===== src/rtl/prv_trap_ctrl.sv =====
// Machine-mode trap controller: CSR file, interrupt pending logic, trap/mret redirect FSM.
// Latency: trap/mret decided in IDLE, redirect presented from the next cycle; CSR reads combinational.
// Backpressure: redirect (insert_pc_o/priv_pc_o/intr_o) held stable until pipe_ack_i is sampled high.
// Ports: CLK/nRST clock and async active-low reset; exc_i/epc_i/tval_i exception request and context;
//        irq_i interrupt lines; mret_i return request; pipe_ack_i redirect accept;
//        csr_* CSR access port (read combinational, write on edge); insert_pc_o/priv_pc_o/intr_o/busy_o redirect.
module prv_trap_ctrl #(
  parameter int                 XLEN     = 32,
  parameter int                 NUM_IRQ  = 8,
  parameter logic [NUM_IRQ-1:0] IRQ_EDGE = '0
) (
  input  logic               CLK,
  input  logic               nRST,
  input  logic [15:0]        exc_i,
  input  logic [XLEN-1:0]    epc_i,
  input  logic [XLEN-1:0]    tval_i,
  input  logic [NUM_IRQ-1:0] irq_i,
  input  logic               mret_i,
  input  logic               pipe_ack_i,
  input  logic               csr_we_i,
  input  logic [11:0]        csr_addr_i,
  input  logic [XLEN-1:0]    csr_wdata_i,
  output logic [XLEN-1:0]    csr_rdata_o,
  output logic               csr_invalid_o,
  output logic               insert_pc_o,
  output logic [XLEN-1:0]    priv_pc_o,
  output logic               intr_o,
  output logic               busy_o
);

  localparam logic [11:0] ADDR_MSTATUS = 12'h300;
  localparam logic [11:0] ADDR_MIE     = 12'h304;
  localparam logic [11:0] ADDR_MTVEC   = 12'h305;
  localparam logic [11:0] ADDR_MEPC    = 12'h341;
  localparam logic [11:0] ADDR_MCAUSE  = 12'h342;
  localparam logic [11:0] ADDR_MTVAL   = 12'h343;
  localparam logic [11:0] ADDR_MIP     = 12'h344;

  typedef enum logic [1:0] {IDLE = 2'd0, TRAP = 2'd1, RET = 2'd2} state_t;

  state_t state, state_nxt;

  logic               st_mie, st_mpie;
  logic [NUM_IRQ-1:0] mie_q, mip_edge_q, irq_q;
  logic [XLEN-1:0]    mtvec_q, mepc_q, mcause_q, mtval_q;
  logic [XLEN-1:0]    pc_q;     // redirect target captured at entry so it cannot drift while waiting for ack
  logic               intr_q;

  logic [NUM_IRQ-1:0] mip, pend, irq_rise, mip_clr;
  logic [3:0]         exc_code, irq_code, trap_code;
  logic               take_exc, take_irq, take_mret, take_trap;
  logic [XLEN-1:0]    trap_base, trap_target, cause_val;
  logic               wr_mstatus, wr_mie, wr_mtvec, wr_mepc, wr_mcause, wr_mtval, wr_mip;

  // Level channels mirror the line directly; edge channels come from the sticky register.
  assign mip      = (IRQ_EDGE & mip_edge_q) | (~IRQ_EDGE & irq_i);
  assign pend     = mip & mie_q;
  assign irq_rise = IRQ_EDGE & irq_i & ~irq_q;

  // Lowest set index wins: scan downward so the last hit is the smallest.
  always_comb begin
    exc_code = '0;
    for (int i = 15; i >= 0; i--) begin
      if (exc_i[i]) exc_code = 4'(i);
    end
  end

  always_comb begin
    irq_code = '0;
    for (int i = NUM_IRQ - 1; i >= 0; i--) begin
      if (pend[i]) irq_code = 4'(i);
    end
  end

  always_ff @(posedge CLK or negedge nRST) begin
    if (!nRST) state <= IDLE;
    else       state <= state_nxt;
  end

  always_comb begin
    state_nxt   = state;
    take_exc    = 1'b0;
    take_irq    = 1'b0;
    take_mret   = 1'b0;
    insert_pc_o = 1'b0;
    busy_o      = 1'b0;
    intr_o      = 1'b0;
    priv_pc_o   = '0;
    case (state)
      IDLE: begin
        if (|exc_i) begin
          take_exc  = 1'b1;
          state_nxt = TRAP;
        end else if (st_mie && |pend) begin
          take_irq  = 1'b1;
          state_nxt = TRAP;
        end else if (mret_i) begin
          take_mret = 1'b1;
          state_nxt = RET;
        end
      end
      TRAP, RET: begin
        insert_pc_o = 1'b1;
        busy_o      = 1'b1;
        priv_pc_o   = pc_q;
        intr_o      = (state == TRAP) && intr_q;
        if (pipe_ack_i) state_nxt = IDLE;
      end
      default: state_nxt = IDLE;
    endcase
  end

  assign take_trap   = take_exc | take_irq;
  assign trap_code   = take_exc ? exc_code : irq_code;
  assign trap_base   = {mtvec_q[XLEN-1:2], 2'b00};
  assign trap_target = (take_irq && mtvec_q[1:0] == 2'b01) ?
                       trap_base + (XLEN'(irq_code) << 2) : trap_base;

  always_comb begin
    cause_val         = '0;
    cause_val[3:0]    = trap_code;
    cause_val[XLEN-1] = take_irq;
  end

  assign wr_mstatus = csr_we_i && csr_addr_i == ADDR_MSTATUS;
  assign wr_mie     = csr_we_i && csr_addr_i == ADDR_MIE;
  assign wr_mtvec   = csr_we_i && csr_addr_i == ADDR_MTVEC;
  assign wr_mepc    = csr_we_i && csr_addr_i == ADDR_MEPC;
  assign wr_mcause  = csr_we_i && csr_addr_i == ADDR_MCAUSE;
  assign wr_mtval   = csr_we_i && csr_addr_i == ADDR_MTVAL;
  assign wr_mip     = csr_we_i && csr_addr_i == ADDR_MIP;

  // Software can only clear edge-pending bits (write 0); taking the interrupt also clears it.
  assign mip_clr = IRQ_EDGE & ((wr_mip ? ~csr_wdata_i[NUM_IRQ-1:0] : '0) |
                               (take_irq ? (NUM_IRQ'(1) << irq_code) : '0));

  always_ff @(posedge CLK or negedge nRST) begin
    if (!nRST) begin
      st_mie     <= 1'b0;
      st_mpie    <= 1'b0;
      mie_q      <= '0;
      mip_edge_q <= '0;
      irq_q      <= '0;
      mtvec_q    <= '0;
      mepc_q     <= '0;
      mcause_q   <= '0;
      mtval_q    <= '0;
      pc_q       <= '0;
      intr_q     <= 1'b0;
    end else begin
      irq_q      <= irq_i;
      // A new rising edge beats a same-cycle clear.
      mip_edge_q <= IRQ_EDGE & ((mip_edge_q & ~mip_clr) | irq_rise);
      if (wr_mie)   mie_q   <= csr_wdata_i[NUM_IRQ-1:0];
      if (wr_mtvec) mtvec_q <= csr_wdata_i;
      if (take_trap) begin
        // Hardware update owns mstatus/mepc/mcause/mtval this edge; any CSR write to them is dropped.
        mepc_q   <= epc_i;
        mcause_q <= cause_val;
        mtval_q  <= take_exc ? tval_i : '0;
        st_mpie  <= st_mie;
        st_mie   <= 1'b0;
        pc_q     <= trap_target;
        intr_q   <= take_irq;
      end else begin
        if (take_mret) begin
          st_mie  <= st_mpie;
          st_mpie <= 1'b1;
          pc_q    <= {mepc_q[XLEN-1:2], 2'b00};
          intr_q  <= 1'b0;
        end else if (wr_mstatus) begin
          st_mie  <= csr_wdata_i[3];
          st_mpie <= csr_wdata_i[7];
        end
        if (wr_mepc)   mepc_q   <= csr_wdata_i;
        if (wr_mcause) mcause_q <= csr_wdata_i;
        if (wr_mtval)  mtval_q  <= csr_wdata_i;
      end
    end
  end

  always_comb begin
    csr_rdata_o   = '0;
    csr_invalid_o = 1'b0;
    case (csr_addr_i)
      ADDR_MSTATUS: begin
        csr_rdata_o[3] = st_mie;
        csr_rdata_o[7] = st_mpie;
      end
      ADDR_MIE:    csr_rdata_o[NUM_IRQ-1:0] = mie_q;
      ADDR_MTVEC:  csr_rdata_o = mtvec_q;
      ADDR_MEPC:   csr_rdata_o = {mepc_q[XLEN-1:2], 2'b00};
      ADDR_MCAUSE: csr_rdata_o = mcause_q;
      ADDR_MTVAL:  csr_rdata_o = mtval_q;
      ADDR_MIP:    csr_rdata_o[NUM_IRQ-1:0] = mip;
      default:     csr_invalid_o = 1'b1;
    endcase
  end

endmodule

===== config.mk =====
export PLATFORM = sky130hd
export DESIGN_NAME = prv_trap_ctrl
export DESIGN_NICKNAME = d
export VERILOG_FILES = /design/src/rtl/prv_trap_ctrl.sv
export SDC_FILE = /design/constraint.sdc
export NUM_CORES = 1
export LEC_CHECK = 0
export CAP_MARGIN = 40
export CORE_UTILIZATION = 35
export CTS_CLUSTER_SIZE = 8
export DETAILED_ROUTE_END_ITERATION = 7
export SETUP_SLACK_MARGIN = 0.1
export SYNTH_ARGS = -nofsm -noshare
export SYNTH_HDL_FRONTEND = slang
export SYNTH_SLANG_ARGS = --single-unit

===== constraint.sdc =====
create_clock -name CLK -period 4.7 [get_ports CLK]
set_input_delay 0.94 -clock CLK [delete_from_list [all_inputs] [get_ports CLK]]
set_output_delay 0.94 -clock CLK [all_outputs]
set_load 0.05 [all_outputs]

==> out/metrics.cfg <==
[status]
status = finished clean

[setup_path]
path_class = primary input to output pin
critPathLaunch = csr_addr_i[10]
critPathCaptureType = output pin
required_ps = 3760
r2r_end = pc_q[14]
reg2reg_depth = 9
cp_data_arrival_time_ps = 3270
r2r_start = mie_q[5]
cp_max_fo = 8
reg2reg_slack_ps = 1460
start_kind = primary input

[layout]
syn2layout_area_growth_pct = 34.9
drive_above_1_share_pct = 13.7
nFillCells = 2556
antenna_cells = 0
final_nets = 1336
register_area_sq_um = 4230
multi_input_area_sq_um = 5100
layout.cells.non_filler = 1547

[timing]
worst_pin_slew_ps = 818
drv_slew = 0
fmax_mhz = 238
finalSetupViolations = 0
hold_viol_final = 0
fin_crit_ps = 4210
period_share_pct = 89.5
clock_skew_ps = 11.3
relSlewSlack_pct = 45.5
whs_ps = 490
rsz0062_at_grt = no
tns_ps = 0

[route]
drt_wl_total_microns = 31300
wl_per_cell_microns = 20.2
drtIter0Drc = 546
antenna_left = 0
drc = 0
vias = 8380
dr.pass1.iters = 4
avgViaCountPerCell = 5.42

[yosys]
synth_area_sq_um = 9640
avgSynthCellArea_sq_um = 9.47
ys_seq_elements = 169
netlist_top_cells_count = dfrtp_1, nand2_1, mux2i_1
synth_cell_type_count = 58
synth.yosys.warnings = 0
synth_seq_area_share_pct = 43.9
yosys-top-cells-area = dfrtp_1, mux2i_1, mux2_2
synth.most_common_cell = dfrtp_1
ys.flop_type = dfrtp_1
synth_cells = 1018
synth_edf_count = 0
synth_top_cell_area_share_pct = 43.9
yosys.area.top_type = dfrtp_1
synthArstFlopShare_pct = 100

[hold_path]
hp-start = intr_q
hold_class = flip-flop to flip-flop
worstHoldEndpoint = intr_q
min_path_cells = 2

[global_routing]
groute.usage.overall_pct = 22.5
first_global_vias = 8398
grt_pass1_wl_microns = 48600
grt_max_degree = 106
antenna_found_initial = 0
grt-ovfl-total = 0

[die]
die_h_microns = 168
start_util_pct = 35.7
io_pins = 205
die-area_sq_um = 28200
core_sq_um = 27000
rows = 60
die_w_microns = 168

[clock_network]
cts_resized = 0
cts.path.max_buffers = 2
cts_buffers = 17
cts_setup_buffers = 0
clk_latency_ps = 420
root_buffer = clkbuf_16
cts_hold_buf = 0
cts_max_level = 4
cts_tree = yes
clk_pin_slew_worst_paths_ps = 60
cts.sinks = 169

[place]
gp_congestion = 0.875
dpl.hpwl_microns = 21800
port_buffers = 200
dp.cells = 1515

[pwr]
powerDensity_nw_per_um2 = 469
power.leakage_nw = 5.45
peakVddDrop_mv = 0.302
p_int_mw = 3.72
clockPowerShare_pct = 25.2
comb_power_share_pct = 39.9
swShare_pct = 39.0
p_sw_mw = 2.38
seqPwrFrac_pct = 34.9

[job]
maxCapViolCount = 0

[area by class of cell]
class	instances	area share, %
timing repair buffer	228	19.8
multi-input combinational	767	39.2
tap	341	3.28
inverter	10	0.289
sequential	169	32.5
clock inverter	11	1.49
clock buffer	21	3.39
[worst max-delay path by stage]
stage	slack, ps	cells past startpoint	endpoint
global route	330	7	csr_rdata_o[3]
detailed placement	500	10	pc_q[14]
finish	490	9	csr_rdata_o[7]
CTS	520	9	csr_rdata_o[7]
global placement	510	7	csr_rdata_o[3]
floorplan	740	6	csr_rdata_o[2]
[cell families (layout without fill, tap and decap cells)]
logic type                 Yosys count  count (layout)  synth area share [%]
adders and majority gates            6               6                 0.856
AOI/OAI and AO/OA                  221             221                  14.5
DFF                                169             169                  43.9
other                                1               2                0.0389
xor gates and xnor gates            23              23                  2.09
buffers and inverters               83             270                  3.65
and+or+nand+nor                    347             347                  16.7
muxes                              168             168                  18.3
[through the flow]
step | util (%) | instance area [sq um] | setup WS [ps] | power, mW
final | 48.1 | 13000 | 493 | 6.10
after floorplan | - | 9650 | 742 | 3.70
after global placement | 45.8 | 12400 | 510 | 4.57
after CTS | 48.1 | 13000 | 522 | 6.16
after detailed placement | 45.8 | 12400 | 497 | 4.61
after global routing | 48.1 | 13000 | 335 | 6.45
[layer usage]
| layer | GRT usage, % | vias to the layer above | share of wire (%) |
|---|---|---|---|
| li1 | - | 3988 | - |
| met1 | 30.2 | 4107 | 46 |
| met2 | 37.5 | 251 | 48 |
| met3 | 4.44 | 34 | 4.9 |
| met4 | 5.23 | 0 | 1.6 |
| met5 | 0 | - | 0 |
[registers in the layout (all words and copies together), names as in the netlist]
register	count
mcause_q	32
mtval_q	32
mepc_q	30
pc_q	30
st_mpie	1
st_mie	1
state	2
intr_q	1
mtvec_q	32
mie_q	8
[layout by cell type, fill, tap and decap left out, types with 17 or more instances in the layout]
| cell type | netlist | routed |
|---|---|---|
| a21oi_1 | 55 | 55 |
| a221o_1 | 26 | 26 |
| and2_1 | 35 | 34 |
| buf_12 | 0 | 36 |
| buf_4 | 7 | 24 |
| clkbuf_16 | 0 | 17 |
| clkdlybuf4s50_1 | 0 | 166 |
| dfrtp_1 | 169 | 169 |
| mux2_2 | 66 | 66 |
| mux2i_1 | 102 | 102 |
| nand2_1 | 164 | 164 |
| nor2_1 | 69 | 69 |
| o21ai_0 | 68 | 68 |
[worst max-delay path, stage by stage]
cell             delay [ps]
clkdlybuf4s50_1         410
or4_1                   590
nor2_1                  340
nand2_1                 100
nor3_1                  200
buf_4                   210
a22oi_1                 100
o211ai_1                200
buf_12                  180
[power by group through the flow]
stage | clock [mW] | sequential, mW | combinational [mW]
6_report | 1.54 | 2.13 | 2.43
3_3_place_gp | 0 | 2.15 | 2.42
3_5_place_dp | 0 | 2.16 | 2.45
5_1_grt | 1.62 | 2.18 | 2.65
2_1_floorplan | 0 | 2.04 | 1.66
4_1_cts | 1.56 | 2.13 | 2.46
(Power assumes the default switching activity.)
